===== src/rtl/gpu_ctrl_pkg.sv =====
// gpu_ctrl_pkg: types and constants shared by the Filter-GPU control blocks,
// including the kernel encoding that imem and decode also use.
package gpu_ctrl_pkg;

    typedef enum logic [1:0] {
        IDLE,
        LOAD,
        RUN,
        DONE
    } kfs_state_t;

    localparam int INSTR_BYTES = 4;

    typedef logic [1:0] kernel_t;

    // Byte address of the final word of a program of prog_len instructions.
    function automatic logic [31:0] last_pc(input int prog_len);
        return 32'((prog_len - 1) * INSTR_BYTES);
    endfunction

endpackage


===== src/rtl/kernel_fetch_seq_wrap_counter.sv =====
// wrap_counter: up-counter with clear, hold, fixed step and wrap-to-zero at LIMIT.
// wrap_o strobes in the enabled cycle that moves the count from LIMIT back to zero.
module wrap_counter #(
    parameter int unsigned    W     = 32,
    parameter logic [W-1:0]   STEP  = W'(4),
    parameter logic [W-1:0]   LIMIT = '0
) (
    input  logic         clk_i,
    input  logic         rst_ni,
    input  logic         clr_i,
    input  logic         en_i,
    output logic [W-1:0] cnt_o,
    output logic         wrap_o
);

    logic [W-1:0] cnt_q, cnt_d;

    assign wrap_o = en_i && (cnt_q == LIMIT);
    assign cnt_o  = cnt_q;

    // Clear wins over counting so an abort can never be overridden by a wrap.
    always_comb begin
        cnt_d = clr_i ? '0 : !en_i ? cnt_q : wrap_o ? '0 : cnt_q + STEP;
    end

    always_ff @(posedge clk_i or negedge rst_ni) begin
        if (!rst_ni) cnt_q <= '0;
        else         cnt_q <= cnt_d;
    end

endmodule


===== src/rtl/kernel_fetch_seq.sv =====
// kernel_fetch_seq: drives the instruction-memory PC through a kernel program once
// per pixel for a latched pixel count, honouring stall and abort.
module kernel_fetch_seq
    import gpu_ctrl_pkg::*;
#(
    parameter int unsigned PROG_LEN = 9,
    parameter int unsigned PIX_W    = 20
) (
    input  logic             clk_i,
    input  logic             rst_ni,
    input  logic             start_i,
    input  kernel_t          kernel_sel_i,
    input  logic [PIX_W-1:0] num_pixels_i,
    input  logic             stall_i,
    input  logic             abort_i,
    output logic [31:0]      pc_o,
    output kernel_t          kernel_o,
    output logic             fetch_valid_o,
    output logic             last_instr_o,
    output logic [PIX_W-1:0] pixel_idx_o,
    output logic             busy_o,
    output logic             done_o
);

    localparam logic [31:0] LAST_PC = last_pc(int'(PROG_LEN));

    kfs_state_t       state_q, state_d;
    kernel_t          kernel_q, kernel_d;
    logic [PIX_W-1:0] count_q, count_d;
    logic [PIX_W-1:0] pix_q, pix_d;
    logic             pc_clr, pc_en, pc_wrap, last_pix;

    wrap_counter #(
        .W     (32),
        .STEP  (32'(INSTR_BYTES)),
        .LIMIT (LAST_PC)
    ) u_pc (
        .clk_i  (clk_i),
        .rst_ni (rst_ni),
        .clr_i  (pc_clr),
        .en_i   (pc_en),
        .cnt_o  (pc_o),
        .wrap_o (pc_wrap)
    );

    always_comb begin
        state_d       = state_q;
        kernel_d      = kernel_q;
        count_d       = count_q;
        pix_d         = pix_q;
        pc_clr        = 1'b0;
        fetch_valid_o = (state_q == RUN) && !stall_i;
        pc_en         = fetch_valid_o && !abort_i;
        last_pix      = (pix_q + PIX_W'(1)) == count_q;
        case (state_q)
            IDLE: begin
                if (start_i) begin
                    state_d  = LOAD;
                    kernel_d = kernel_sel_i;
                    count_d  = num_pixels_i;
                    pix_d    = '0;
                    pc_clr   = 1'b1;
                end
            end
            LOAD:    state_d = (count_q == '0) ? DONE : RUN;
            RUN: begin
                if (pc_wrap) begin
                    if (last_pix) state_d = DONE;
                    else          pix_d   = pix_q + PIX_W'(1);
                end
            end
            DONE:    state_d = IDLE;
            default: state_d = IDLE;
        endcase
        // Abort overrides everything above, including a pending wrap or completion.
        if (abort_i && state_q != IDLE) begin
            state_d = IDLE;
            pc_clr  = 1'b1;
        end
    end

    always_ff @(posedge clk_i or negedge rst_ni) begin
        if (!rst_ni) begin
            state_q  <= IDLE;
            kernel_q <= '0;
            count_q  <= '0;
            pix_q    <= '0;
        end else begin
            state_q  <= state_d;
            kernel_q <= kernel_d;
            count_q  <= count_d;
            pix_q    <= pix_d;
        end
    end

    assign last_instr_o = fetch_valid_o && (pc_o == LAST_PC);
    assign kernel_o     = kernel_q;
    assign pixel_idx_o  = pix_q;
    assign busy_o       = state_q != IDLE;
    assign done_o       = state_q == DONE;

endmodule

===== config.mk =====
export PLATFORM = sky130hd
export DESIGN_NAME = kernel_fetch_seq
export DESIGN_NICKNAME = d
export VERILOG_FILES = /design/src/rtl/gpu_ctrl_pkg.sv /design/src/rtl/kernel_fetch_seq_wrap_counter.sv /design/src/rtl/kernel_fetch_seq.sv
export SDC_FILE = /design/constraint.sdc
export NUM_CORES = 1
export LEC_CHECK = 0
export BUFFER_PORTS_ARGS = -buffer_cell sky130_fd_sc_hd__clkbuf_2
export CORE_MARGIN = 10
export CORE_UTILIZATION = 63
export CTS_BUF_LIST = sky130_fd_sc_hd__clkbuf_4 sky130_fd_sc_hd__clkbuf_8
export DETAILED_ROUTE_END_ITERATION = 10
export GPL_TIMING_DRIVEN = 0
export HOLD_SLACK_MARGIN = 0.06
export PLACE_DENSITY = 0.89
export SYNTH_ARGS = -nofsm -noshare
export SYNTH_HDL_FRONTEND = slang
export SYNTH_HIERARCHICAL = 1
export SYNTH_SLANG_ARGS = --single-unit

===== constraint.sdc =====
create_clock -name clk_i -period 4.8 [get_ports clk_i]
set_clock_uncertainty 0.1 [all_clocks]
set_input_delay 0.72 -clock clk_i [delete_from_list [all_inputs] [get_ports clk_i]]
set_output_delay 0.72 -clock clk_i [all_outputs]
set_load 0.02 [all_outputs]

==> out/results.ini, run 1 <==
[finish]
antenna_cells = 0
area_delta_synth_final_pct = 17.1
final_layout_size_suffix_gt1_share_pct = 23.3
nNetsFinal = 639

[setup_path]
criticalPathCategory = reg2reg
cp_max_fo = 10
worstPathArrival_ns = 4.41
cp.required_ns = 4.93
critPathLaunchType = flip-flop
cp-end-kind = flip-flop
rr_worst_depth = 15

[clocking]
clockRootBuffer = clkbuf_8
cts_hold_buf = 0
postCtsSetupBuffers = 0
numClockSinks = 74
cts_inserted_buffers = 9
clkTransAtPathRegs_ns = 0.08
max-clock-path-buffers = 2
cts_tree = built
post_cts_resized = 0
clock_latency_ns = 0.36
htreeDepth = 3

[route]
via_per_inst = 6.51
wl_um = 13900
vias = 4610
drcViolationCount = 0
drt_iter0_drc = 391
wl_per_cell_um = 19.7
firstDrtPassIters = 5
ant_nets = 0

[synth]
netlist_area_um2 = 4650
syn_inst = 510
avgSynthCellArea_um2 = 9.12
async_flop_share_pct = 100
synth_warnings = 6
ys_ff_latch = 74
ys_seq_area_share_pct = 39.8
synth_edf_count = 0
ys.flop_type = dfrtp_1
ys_types = 58

[sta]
layout_min_cycle_time_ns = 4.28
finalSetupViolCount = 0
rsz0062_at_grt = no
setup_tns_ns = 0
timing.slew.headroom_pct = 11.1
max_freq_mhz = 234
final_max_slew_viol_count = 0
worst_pin_slew_ns = 1.32
hold_viol = 0
post-route-period-util_pct = 89.1

[grt]
grt_overflow = 0
antenna_found_initial = 0
grt_pass1_vias = 4673
grt_pass1_wl_um = 22900
grt_usage_pct = 24.5
grt_max_degree = 44

[pwr]
p_total_w = 0.00234
p_per_area_nw_per_um2 = 430
p_leak_nw = 2.41
ir_worst_vdd_mv = 0.191

[outcome]
outcome = finished clean

[floorplanning]
dieWidth_um = 106
io_pins = 85
placementRows = 31
dieHeight_um = 106
start_util_pct = 64.5
dieArea_um2 = 11200
core_area_um2 = 7210

[job]
drv_cap = 0

[place]
io_buffers = 82
dpl.hpwl_um = 10100
gp_congestion = 0.934

[worst_hold_path]
hp-class = in2async

[routing by layer]
metal  global-route usage (%)  share of wire, %  up-vias
met5                        0                 0        -
met4                     11.1               2.8        0
met3                     5.62               8.6       47
met2                     41.1                49      291
met1                     29.4                39     2177
li1                         -                 -     2095
[worst paths after layout]
| path | to | slack (ns) | startpoint |
|---|---|---|---|
| min in group clk_i | kernel_o[1] | 0.41 | kernel_o[1] |
| max in group asynchronous | u_pc/cnt_o[17] | 3.79 | rst_ni |
| setup / recovery | pixel_idx_o[7] | 0.52 | state_q[0] |
| hold reg to reg | kernel_o[1] | 0.41 | kernel_o[1] |
| setup reg to reg | pixel_idx_o[7] | 0.52 | state_q[0] |
| hold / removal | pixel_idx_o[11] | 0.22 | rst_ni |
[power breakdown]
part	leakage [nW]	switching, W	internal [W]
Combinational	1.30	0.000515	0.000348
Sequential	0.981	0.000143	0.000740
Clock	0.120	0.000250	0.000345
Total	2.41	0.000908	0.00143
[cells by family after synthesis]
| kind of cell | share of synthesized area, % |
|---|---|
| other cells | 0.0806 |
| buf+inv | 3.47 |
| compound gates | 13.4 |
| flops | 39.8 |
| xor+xnor | 6.94 |
| mux | 7.48 |
| fa+ha+maj | 1.88 |
| simple gates | 27.0 |
[critical path, cell delays in order, from the launching register on]
cell,delay [ns]
dfrtp_1,0.43
inv_1,0.14
ha_1,0.24
clkbuf_1,0.44
nand2b_1,0.20
nor2_1,0.44
nor4b_1,0.30
nand4_1,0.28
nor2_1,0.43
inv_1,0.08
a21oi_1,0.14
o21ai_0,0.10
a31o_2,0.27
buf_2,0.20
o21ai_0,0.23
o41ai_1,0.11
[through the flow]
step / cell area (µm²) / hold WS (ns) / util, % / setup WS, ns / instances
CTS: 5450 / 0.238 / 75.5 / 0.642 / 708
finish: 5450 / 0.224 / 75.5 / 0.524 / 708
floorplan: 4660 / 0.324 / - / 1.56 / 511
global placement: 5190 / 0.386 / 72.0 / 0.811 / 692
detailed placement: 5210 / 0.394 / 72.3 / 0.739 / 693
global route: 5450 / 0.253 / 75.5 / 0.247 / 708
[sequential cells by signal, indices dropped and copies added, names as in the netlist]
name	flops
count_q	20
kernel_o	2
pixel_idx_o	20
state_q	2
u_pc/cnt_o	30
[final cells by class]
cell class	count	area, µm²
clock buffers	9	124
clock inverters	6	113
plain buffers	22	105
well taps	99	124
repair buffers	83	433
inverters	15	56.3
flip-flops and latches	74	1850
fillers	540	1760
multi-input cells	400	2640
[Yosys cell counts, drive strengths merged, types with 6 or more instances]
cell	count	area, µm²
o21ai	35	175
nor3	12	60.1
dfrtp	74	1850
or4	6	48.8
nor4	30	194
nor2	38	143
xnor2	25	226
inv	14	52.6
nand2	39	146
ha	7	87.6
and2	6	37.5
o211ai	8	60.1
xor2	11	96.3
or3	8	50.1
nand4	19	146
a21oi	24	120
buf	15	77.6
o31ai	12	90.1
and3	8	50.1
mux2	22	248
and4	11	96.3
nand3	20	100
clkbuf	7	27.5
mux2i	10	100
[cells in the final DEF (no fill, tap or decap), types with 6 or more instances in the layout]
master,instances
a21oi_1,24
and2_1,6
and3_1,8
and4_1,11
buf_2,11
clkbuf_1,6
clkbuf_2,82
clkbuf_8,9
dfrtp_1,74
ha_1,7
inv_1,14
mux2_2,22
mux2i_1,10
nand2_1,39
nand3_1,20
nand4_1,16
nor2_1,38
nor3_1,12
nor4_1,29
o211ai_1,8
o21ai_0,30
o31ai_1,12
or3_1,8
xnor2_1,24
xor2_1,11
Note: power is estimated with default switching activity, not from simulation.
==> run 2, diff against run 1 <==
--- a/config.mk
+++ b/config.mk
@@ -12,7 +12,7 @@
 export DETAILED_ROUTE_END_ITERATION = 10
 export GPL_TIMING_DRIVEN = 0
 export HOLD_SLACK_MARGIN = 0.06
-export PLACE_DENSITY = 0.89
+export PLACE_DENSITY = 0.9
 export SYNTH_ARGS = -nofsm -noshare
 export SYNTH_HDL_FRONTEND = slang
 export SYNTH_HIERARCHICAL = 1
==> out/results.ini, run 2 (synthesis results as in run 1) <==
[floorplanning]
dieWidth_um = 106
dieArea_um2 = 11200
core_area_um2 = 7210
placementRows = 31
io_pins = 85
dieHeight_um = 106
start_util_pct = 64.5

[sta]
finalSetupViolCount = 0
timing.slew.headroom_pct = 18.3
layout_min_cycle_time_ns = 4.37
hold_viol = 0
post-route-period-util_pct = 91.0
max_freq_mhz = 229
setup_tns_ns = 0
hold_slack_ns = 0.219
worst_pin_slew_ns = 1.21
rsz0062_at_grt = no
final_max_slew_viol_count = 0

[clocking]
post_cts_resized = 0
cts_inserted_buffers = 9
max-clock-path-buffers = 2
numClockSinks = 74
clockRootBuffer = clkbuf_8
clock_latency_ns = 0.35
clkTransAtPathRegs_ns = 0.08
postCtsSetupBuffers = 0
htreeDepth = 3
cts_tree = built
cts_hold_buf = 0

[finish]
layout_common_cells = clkbuf_2 (82), dfrtp_1 (74), nand2_1 (39), nor2_1 (38), o21ai_0 (30)
final_layout_size_suffix_gt1_share_pct = 23.6
antenna_cells = 0
regArea_um2 = 1850
nNetsFinal = 639
fillCellCount = 552
area_delta_synth_final_pct = 17.5
final_cells = 709
fin_util_pct = 75.8
layout_commonest_cell = clkbuf_2
multi_input_area_um2 = 2650
largest_reg_flops = 30

[grt]
grt_pass1_vias = 4701
grt_pass1_wl_um = 22800
grt_usage_pct = 24.6
grt_overflow = 0
grt_max_degree = 45
antenna_found_initial = 0

[setup_path]
cp-end-kind = flip-flop
ff2ff_setup_slack_ns = 0.43
cp.required_ns = 4.93
cp_max_fo = 10
criticalPathCategory = reg2reg
critPathLaunchType = flip-flop
worstPathArrival_ns = 4.50

[route]
vias = 4707
via_per_inst = 6.64
wl_per_cell_um = 19.5
firstDrtPassIters = 5
ant_nets = 0
drcViolationCount = 0
wl_um = 13800
drt_iter0_drc = 496

[pwr]
p_leak_nw = 2.41
p_per_area_nw_per_um2 = 429
ir_worst_vdd_mv = 0.199

[outcome]
outcome = finished clean

[place]
io_buffers = 82
gp_congestion = 0.954
dpl.hpwl_um = 10100
dpl.cell_count = 693

[worst_hold_path]
hp-class = in2async

[job]
drv_cap = 0

run 2: report_power, final:
part	total, W	switching, W	internal, W
Combinational	0.000864	0.000516	0.000349
Clock	0.000599	0.000246	0.000353
Sequential	0.000881	0.000141	0.000741
run 2: cell type report:
class / count / area share, %
clock inverters: 6 / 2.11
inverters: 15 / 1.03
well taps: 99 / 2.27
clock buffers: 10 / 2.40
plain buffers: 22 / 1.92
flip-flops and latches: 74 / 33.9
multi-input cells: 400 / 48.5
repair buffers: 83 / 7.92
run 2: per-stage QoR:
stage	power, W	cell area [µm²]	setup slack, ns
finish	0.00234	5470	0.430
global route	0.00247	5470	0.0993
CTS	0.00234	5460	0.569
detailed placement	0.00173	5210	0.601
global placement	0.00169	5190	0.763
floorplan	0.00147	4660	1.56
run 2: final timing paths:
kind,from,cells past startpoint,to
max reg2reg,state_q[0],15,pixel_idx_o[7]
min in group clk_i,kernel_o[1],1,kernel_o[1]
min,rst_ni,1,pixel_idx_o[12]
min reg2reg,kernel_o[1],1,kernel_o[1]
max,state_q[0],15,pixel_idx_o[7]
max in group asynchronous,rst_ni,2,u_pc/cnt_o[16]
run 2: routing by layer:
layer / track usage, % / routed length, µm / part of all wire [%] / vias to the layer above
met5: 0 / 0 / 0 / -
met4: 11.6 / 437 / 3.2 / 0
met3: 5.56 / 1230 / 8.9 / 61
met2: 41.3 / 6830 / 49 / 314
met1: 29.2 / 5340 / 39 / 2231
li1: - / - / - / 2101
run 2: worst max-delay path, cell delays in order (launching register included):
cell and delay, ns:
dfrtp_1 0.42, inv_1 0.13, ha_1 0.24, clkbuf_1 0.44, nand2b_1 0.24, nor2_1 0.48
nor4b_1 0.31, nand4_1 0.31, nor2_1 0.48, inv_1 0.08, a21oi_1 0.16, o21ai_0 0.11
a31o_2 0.27, buf_2 0.20, o21ai_0 0.19, o41ai_1 0.09
